[config.mk]
export PLATFORM = sky130hd
export DESIGN_NAME = seg_scan_ctrl
export DESIGN_NICKNAME = d
export VERILOG_FILES = /design/src/rtl/seg_scan_ctrl_pkg.sv /design/src/rtl/seg_scan_ctrl_hex_decode.sv /design/src/rtl/seg_scan_ctrl.sv
export SDC_FILE = /design/constraint.sdc
export NUM_CORES = 1
export LEC_CHECK = 0
export ABC_AREA = 1
export CAP_MARGIN = 20
export CORE_MARGIN = 2
export CORE_UTILIZATION = 55
export DETAILED_ROUTE_END_ITERATION = 8
export PLACE_DENSITY = 0.84
export SYNTH_ARGS = -nofsm -noshare
export SYNTH_HDL_FRONTEND = slang
export SYNTH_SLANG_ARGS = --single-unit
[constraint.sdc]
create_clock -name clk -period 2.5 [get_ports clk]
set_input_delay 0.75 -clock clk [delete_from_list [all_inputs] [get_ports clk]]
set_output_delay 0.75 -clock clk [all_outputs]
set_load 0.01 [all_outputs]
[src/rtl/seg_scan_ctrl_pkg.sv]
// Shared definitions for the multiplexed 7-segment scan controller:
// scan state encoding, active-low hex segment codes and segment bit positions.
package seg_scan_ctrl_pkg;

  typedef enum logic {
    IDLE = 1'b0,
    SCAN = 1'b1
  } state_e;

  // Bit positions inside the 8-bit segment drive word
  localparam int SEG_A  = 0;
  localparam int SEG_G  = 6;
  localparam int SEG_DP = 7;

  // All seven segments dark (active-low)
  localparam logic [6:0] SEG_BLANK = 7'h7F;

  // Active-low g..a patterns for hex digits 0-F (index = nibble value)
  localparam logic [6:0] SEG_CODE [16] = '{
    7'h40, 7'h79, 7'h24, 7'h30,
    7'h19, 7'h12, 7'h02, 7'h78,
    7'h00, 7'h10, 7'h08, 7'h03,
    7'h46, 7'h21, 7'h06, 7'h0E
  };

endpackage

[src/rtl/seg_scan_ctrl_hex_decode.sv]
// Combinational hex nibble to active-low 7-segment (g..a) decoder.
// A single instance is time-shared across all digits by the scan controller.
module seg_hex_decode
  import seg_scan_ctrl_pkg::*;
(
  input  logic [3:0] nibble_i,
  output logic [6:0] seg_o
);

  // Table lookup of the segment pattern for the current nibble
  always_comb begin
    seg_o = SEG_CODE[nibble_i];
  end

endmodule

[src/rtl/seg_scan_ctrl.sv]
// Multiplexed 7-segment display scan controller with double-buffered writes.
// Optional build macro SEG_LEADING_BLANK_EN: when defined, leading zero digits
// (all more-significant nibbles zero, never digit 0) are blanked.
module seg_scan_ctrl
  import seg_scan_ctrl_pkg::*;
#(
  parameter int DIGITS = 8,
  parameter int DIV    = 50000
) (
  input  logic                  clk,
  input  logic                  rst_n,
  input  logic                  en,
  input  logic                  wr_valid,
  input  logic [4*DIGITS-1:0]   wr_data,
  output logic                  wr_ready,
  input  logic [DIGITS-1:0]     dp_mask,
  output logic [DIGITS-1:0]     sel,
  output logic [7:0]            seg,
  output logic                  frame_done
);

  localparam int PW = $clog2(DIV);
  localparam int IW = $clog2(DIGITS);
  localparam int DW = 4 * DIGITS;

  state_e          state_q, state_d;
  logic [PW-1:0]   presc_q, presc_d;
  logic [IW-1:0]   idx_q, idx_d;
  logic [DW-1:0]   disp_q, disp_d;
  logic [DW-1:0]   pend_q, pend_d;
  logic            pendValid_q, pendValid_d;
  logic [DIGITS-1:0] sel_q, sel_d;
  logic [7:0]      seg_q, seg_d;

  logic            tick;
  logic            lastDigit;
  logic            frameDone;
  logic            accept;
  logic            commit;
  logic [3:0]      curNibble;
  logic [6:0]      decSeg;
  logic            leadBlank;

  assign tick       = (state_q == SCAN) && (presc_q == PW'(DIV - 1));
  assign lastDigit  = (idx_q == IW'(DIGITS - 1));
  assign frameDone  = tick && lastDigit;
  assign frame_done = frameDone;
  assign wr_ready   = ~pendValid_q;
  assign sel        = sel_q;
  assign seg        = seg_q;

  // Scan state follows the enable input one clock later
  always_comb begin
    state_d = state_q;
    case (state_q)
      IDLE:    if (en)  state_d = SCAN;
      SCAN:    if (!en) state_d = IDLE;
      default: state_d = IDLE;
    endcase
  end

  // Prescaler and digit index run only while staying in SCAN, else park at 0
  always_comb begin
    presc_d = '0;
    idx_d   = '0;
    if (state_q == SCAN && state_d == SCAN) begin
      if (tick) begin
        presc_d = '0;
        idx_d   = lastDigit ? '0 : idx_q + IW'(1);
      end else begin
        presc_d = presc_q + PW'(1);
        idx_d   = idx_q;
      end
    end
  end

  // Double buffer: accept into pending, commit at frame end (SCAN) or at once (IDLE)
  always_comb begin
    accept      = wr_valid && !pendValid_q;
    commit      = pendValid_q && ((state_q == IDLE) || frameDone);
    pend_d      = pend_q;
    pendValid_d = pendValid_q;
    disp_d      = disp_q;
    if (commit) begin
      disp_d      = pend_q;
      pendValid_d = 1'b0;
    end else if (accept) begin
      pend_d      = wr_data;
      pendValid_d = 1'b1;
    end
  end

  // Select the nibble of the digit currently being scanned
  always_comb begin
    curNibble = disp_q[4*int'(idx_q) +: 4];
  end

  seg_hex_decode u_hexDecode (
    .nibble_i (curNibble),
    .seg_o    (decSeg)
  );

`ifdef SEG_LEADING_BLANK_EN
  logic [DW-1:0] upperNibbles;

  // Blank a non-zero-position digit when it and everything above it are zero
  always_comb begin
    upperNibbles = disp_q >> (4 * int'(idx_q));
    leadBlank    = (idx_q != '0) && (upperNibbles == '0);
  end
`else
  // Leading-zero blanking is not built: every digit is decoded
  always_comb begin
    leadBlank = 1'b0;
  end
`endif

  // Next registered digit drive; dark whenever not actively scanning
  always_comb begin
    sel_d = '1;
    seg_d = 8'hFF;
    if (state_q == SCAN && en) begin
      sel_d                = ~(DIGITS'(1) << idx_q);
      seg_d[SEG_DP]        = ~dp_mask[idx_q];
      seg_d[SEG_G:SEG_A]   = leadBlank ? SEG_BLANK : decSeg;
    end
  end

  // FSM state register
  always_ff @(posedge clk or negedge rst_n) begin
    if (!rst_n) begin
      state_q <= IDLE;
    end else begin
      state_q <= state_d;
    end
  end

  // Counters, buffers and registered display outputs
  always_ff @(posedge clk or negedge rst_n) begin
    if (!rst_n) begin
      presc_q     <= '0;
      idx_q       <= '0;
      disp_q      <= '0;
      pend_q      <= '0;
      pendValid_q <= 1'b0;
      sel_q       <= '1;
      seg_q       <= 8'hFF;
    end else begin
      presc_q     <= presc_d;
      idx_q       <= idx_d;
      disp_q      <= disp_d;
      pend_q      <= pend_d;
      pendValid_q <= pendValid_d;
      sel_q       <= sel_d;
      seg_q       <= seg_d;
    end
  end

endmodule
* Yosys cells after proc, flatten, opt, wreduce, memory -nomap -nowiden
Memory sizes are Yosys's and may differ from the RTL's.
Cells that the tools add are included.
** Operators by class
- Add/sub/neg operators :: 2
- Bitwise gates (word level) :: 6
- Reduce and logical (&&, ||, !) cells :: 10
- Div/mod/pow operators :: 0
- Shifts and indexed selects :: 2
- Magnitude comparators :: 2
- Equal/unequal tests :: 3
- Mux-type cells :: 14
- Multipliers :: 0
** Operators with widths (number)
- $mux W16 :: 2
- $shiftx A32 B6 Y4 :: 1
- $add A16 B1 Y16 const B :: 1
- $eq A16 B16 Y1 const B :: 1
- $mux W8 :: 2
- $mux W7 :: 2
- $mux W3 :: 3
- $not A8 Y8 :: 1
- $shl A1 B3 Y8 const A :: 1
- $logic_and A1 B1 Y1 :: 6
- $ge A5 B5 Y1 const B :: 1
- $not A4 Y5 :: 1
- $lt A3 B4 Y1 const B :: 1
- $mux W1 :: 4
- $not A1 Y1 :: 4
- $add A3 B1 Y3 const B :: 1
- $bmux W1 S3 :: 1
- $eq A3 B3 Y1 const B :: 1
- $ne A2 B2 Y1 const B :: 1
- $reduce_and A2 Y1 :: 1
- $reduce_bool A2 Y1 :: 1
- $logic_not A1 Y1 :: 1
- $logic_or A1 B1 Y1 :: 1
** Storage, ports and cells
- Bits in read-only memories :: 112
- Latch bits :: 0
- Input bits :: 44
- Bits in writable memories :: 0
- Word-level logic and storage cells :: 48
- Memories :: 1
- Register bits :: 101
** Memories
- (no name shown) :: depth 16, width 7, rd ports 1, clocked after Yosys merged registers in 0, wr ports 0, line seg_scan_ctrl_hex_decode.sv:12 : seg_o = SEG_CODE[nibble_i];

* Logic depth before layout (Yosys ltp)
- Depth in word-level cells :: 7
- Depth in mapped cells :: 14
- Gate-level depth less buffers :: 12

* Modules after synthesis
From an unflattened synthesis, not the netlist that was laid out.
** Second synthesis, totals
- Cells, all modules :: 514
- Area, all modules :: 4777.1 um^2
** By module, submodules not included
- seg_scan_ctrl :: times used 1, cells each 465, area each 4503.1 um^2
- seg_hex_decode :: times used 1, cells each 49, area each 274.0 um^2

* Worst setup path before layout
Ideal clock, no wire load.
- Path type :: register to output
- Start :: register idx_q[0]
- End :: output port frame_done
- Arrival :: 1.177 ns
- Setup slack :: 0.573 ns
- Stages on the path, launching flop included :: 5
- Cells stage by stage :: dfrtp_1 -> ha_1 -> ha_1 -> inv_1 -> nor3_1
** On the way
- Longest elaborated chain between the ends :: 2
** Ends and longest elaborated chain
- start, declared :: line seg_scan_ctrl.sv:28 : logic [IW-1:0] idx_q, idx_d;
- start signal, assigned :: line seg_scan_ctrl.sv:150 : idx_q <= idx_d;
- $eq A3 B3 Y1 :: line seg_scan_ctrl.sv:45 : assign lastDigit = (idx_q == IW'(DIGITS - 1));
- $logic_and A1 B1 Y1 :: line seg_scan_ctrl.sv:46 : assign frameDone = tick && lastDigit;
- end, declared :: line seg_scan_ctrl.sv:19 : output logic frame_done
No other way between the ends.

* Final worst setup path
- Start :: register presc_q[0]
- End :: output port frame_done
** On the way
- Longest elaborated chain between the ends :: 3
** Ends and longest elaborated chain
- start, declared :: line seg_scan_ctrl.sv:27 : logic [PW-1:0] presc_q, presc_d;
- start signal, assigned :: line seg_scan_ctrl.sv:149 : presc_q <= presc_d;
- $eq A16 B16 Y1 :: line seg_scan_ctrl.sv:44 : assign tick = (state_q == SCAN) && (presc_q == PW'(DIV - 1));
- $logic_and A1 B1 Y1 :: line seg_scan_ctrl.sv:44
- $logic_and A1 B1 Y1 :: line seg_scan_ctrl.sv:46
No other way between the ends.

==> summary.txt <==
status: completed
# clock sinks: 101
first-pass GRT wire length: 17100 µm
WS Path Type: reg2out
RSZ-0062 raised after global routing: no
largest cells by area after synthesis: dfrtp_1 44%, nand2_1 12%, dfstp_2 8.6%
CP Launch Type: flip-flop
Worst Clk Skew: 0.0154 ns
WHS: 0.297 ns
drt pass-1 iters: 5
die height: 98.1 µm
VDD IR max: 0.411 mV
setup TNS: 0 ns
synthesized netlist cell count: 535
Setup WS post-layout: 0.125 ns
final std cell area, no fill: 5760 µm²
largest net degree at the start of global routing: 69
CTS root buf: clkbuf_8
cells on worst reg2reg path: 12
area of the core: 8640 µm²
EDFF count, synth: 0
register area share after synthesis: 52.3%
CP max FO: 3
Tcrit/Tclk final: 95.0%
H-tree depth: 3
num rows: 34
r2r endpoint: seg[5]
Tot Pwr: 4070 µW
synth unique cells: 37
Slew headroom: 64.5%
Die Footprint: 9620 µm²
cell taking the most area after synthesis: dfrtp_1
post-route ant nets: 0
actual slew at the worst max-slew pin: 0.528 ns
vias per cell: 5.39
most frequent cells in the layout: 159 x nand2_1, 85 x dfrtp_1, 77 x nand3_1, 59 x clkdlybuf4s50_1, 39 x inv_1
Avg Cell Area, Syn: 9.10 µm²
maximum clock path buffer count: 2
switching share of power: 31.8%
synthesized area: 4870 µm²
wire per inst: 13.8 µm
Post-Route WL: 9800 µm
Crit path arrival time: 1.62 ns
Final GP Congestion: 0.949
Final Hold Fails: 0
antenna cells: 0
Fmax: 421 MHz
CP endpoint kind: output port
Seq cells post-synth: 101
Num CTS Buffers: 9
area fraction of the dominant cell type after synthesis: 43.7%
FILL cells: 684
syn_nets: 592
layout net count: 656
Skew-Pair Late Insertion Delay: 0.38 ns
Clock power frac: 23.3%
Initial Util: 56.4%
max-cap violations: 0
Hold Path Class: in2async
P_leak: 0.00272 µW
Total GRT Usage: 21.6%
Main synth FF type: dfrtp_1
Initial DRC Count: 189
layout cells sized above 1: 16.1%
Post-CTS Hold Fix Bufs: 0
Final setup viols: 0
Reg2Reg Launch Point: idx_q[0]
DR vias: 3840
Psw: 1290 µW
Die Wd: 98.1 µm
CTS tree: done
Ports: 62
combinational share of power: 24.4%
IO Port Bufs: 61
P_int: 2780 µW
worst setup path startpoint: presc_q[0]
FFs w/ async S/R, synth: 100%
synthesis-to-layout area growth: 18.3%
Reg power frac: 52.3%
vias in the first global route: 3902
R2R setup slack: 0.44 ns
drt drc: 0
post-layout min period: 2.37 ns
Detail Placement HPWL: 6910 µm
Worst EP required: 1.75 ns
total gr overflow: 0
initial antenna violation count: 0
pwr/cell area: 707 nW/µm²
Cell Area, Placed: 5580 µm²
fin. max-slew vios: 0
yosys warns: 0
Clk pin slew, worst setup/hold paths: 0.10 ns
dpl ws: 0.111 ns
commonest non-fill, non-tap cell in the layout: nand2_1
[metrics by stage]
step,cells,utilization (%)
5_1_grt,712,66.7
3_5_place_dp,696,64.6
4_1_cts,712,66.6
6_report,712,66.7
3_3_place_gp,696,64.6
2_1_floorplan,535,-
[area by class of cell]
cell class                      instances  area, µm²  share of cell area (%)
Tap cell                              108        135                    2.35
Multi-Input combinational cell        368       2010                    34.9
Clock inverter                          6       47.5                   0.826
Clock buffer                           10        128                    2.22
Sequential cell                       101       2550                    44.3
Timing Repair Buffer                   73        718                    12.5
Inverter                               46        174                    3.02
[cells in the mapped netlist, types with 2 or more instances]
cell type,instances
o21ai_0,9
nand4_1,4
buf_4,2
nor2_1,35
nand2_2,4
nand3_2,2
nand3b_1,2
o211ai_1,2
dfrtp_1,85
inv_1,40
nor3_1,6
dfstp_2,16
nand2_4,2
buf_6,7
nand3_1,78
nand2_1,159
inv_2,4
a21oi_1,5
mux2_2,32
buf_2,7
clkbuf_1,3
xor2_1,3
xnor2_1,2
ha_1,13
[what timing repair did]
action | CTS | global route
setup buffers | 0 | 0
resized for setup | 2 | 3
gates cloned | 0 | 0
setup endpoints to repair | 1 | 1
[worst max-delay path by stage]
stage,endpoint,slack [ns],depth (start not counted)
2_1_floorplan,frame_done,0.57,4
3_3_place_gp,frame_done,0.12,6
3_5_place_dp,frame_done,0.11,6
4_1_cts,frame_done,0.008,6
5_1_grt,frame_done,0.04,6
6_report,frame_done,0.13,6
[critical path: stages, from the launching register on]
cell	delay, ns
dfrtp_1	0.38
ha_1	0.23
nand3_2	0.12
inv_1	0.12
nand2_1	0.06
nor3_1	0.17
clkbuf_2	0.17
[metal layers]
metal	vias up	track usage [%]	share of wire [%]
li1	1850	-	-
met1	1821	27.9	42
met3	22	3.58	6.8
met4	0	10.0	2.2
met5	-	0	0
met2	147	35.8	49
[cells by family (layout without fill, tap and decap cells)]
family | count (synthesis) | in the layout | share of synthesized area (%)
buffers and inverters | 66 | 135 | 6.53
adders and majority gates | 13 | 13 | 3.34
muxes | 32 | 32 | 7.40
AOI/OAI and AO/OA | 20 | 20 | 2.55
and+or+nand+nor | 298 | 298 | 26.9
DFF | 101 | 101 | 52.3
xor gates and xnor gates | 5 | 5 | 0.900
[power by group through the flow]
stage          combinational [µW]  clock, µW  sequential [µW]
2_1_floorplan                 687          0             2120
3_3_place_gp                  952          0             2140
3_5_place_dp                  988          0             2160
4_1_cts                       999        960             2130
5_1_grt                      1140       1030             2170
6_report                      993        948             2130
[state kept, by name, indices dropped and copies added (netlist names)]
name,flops
pend_q,32
idx_q,3
sel,8
disp_q,32
presc_q,16
state_q,1
seg,8
pendValid_q,1
No activity file was read; power rests on OpenSTA's default activity.
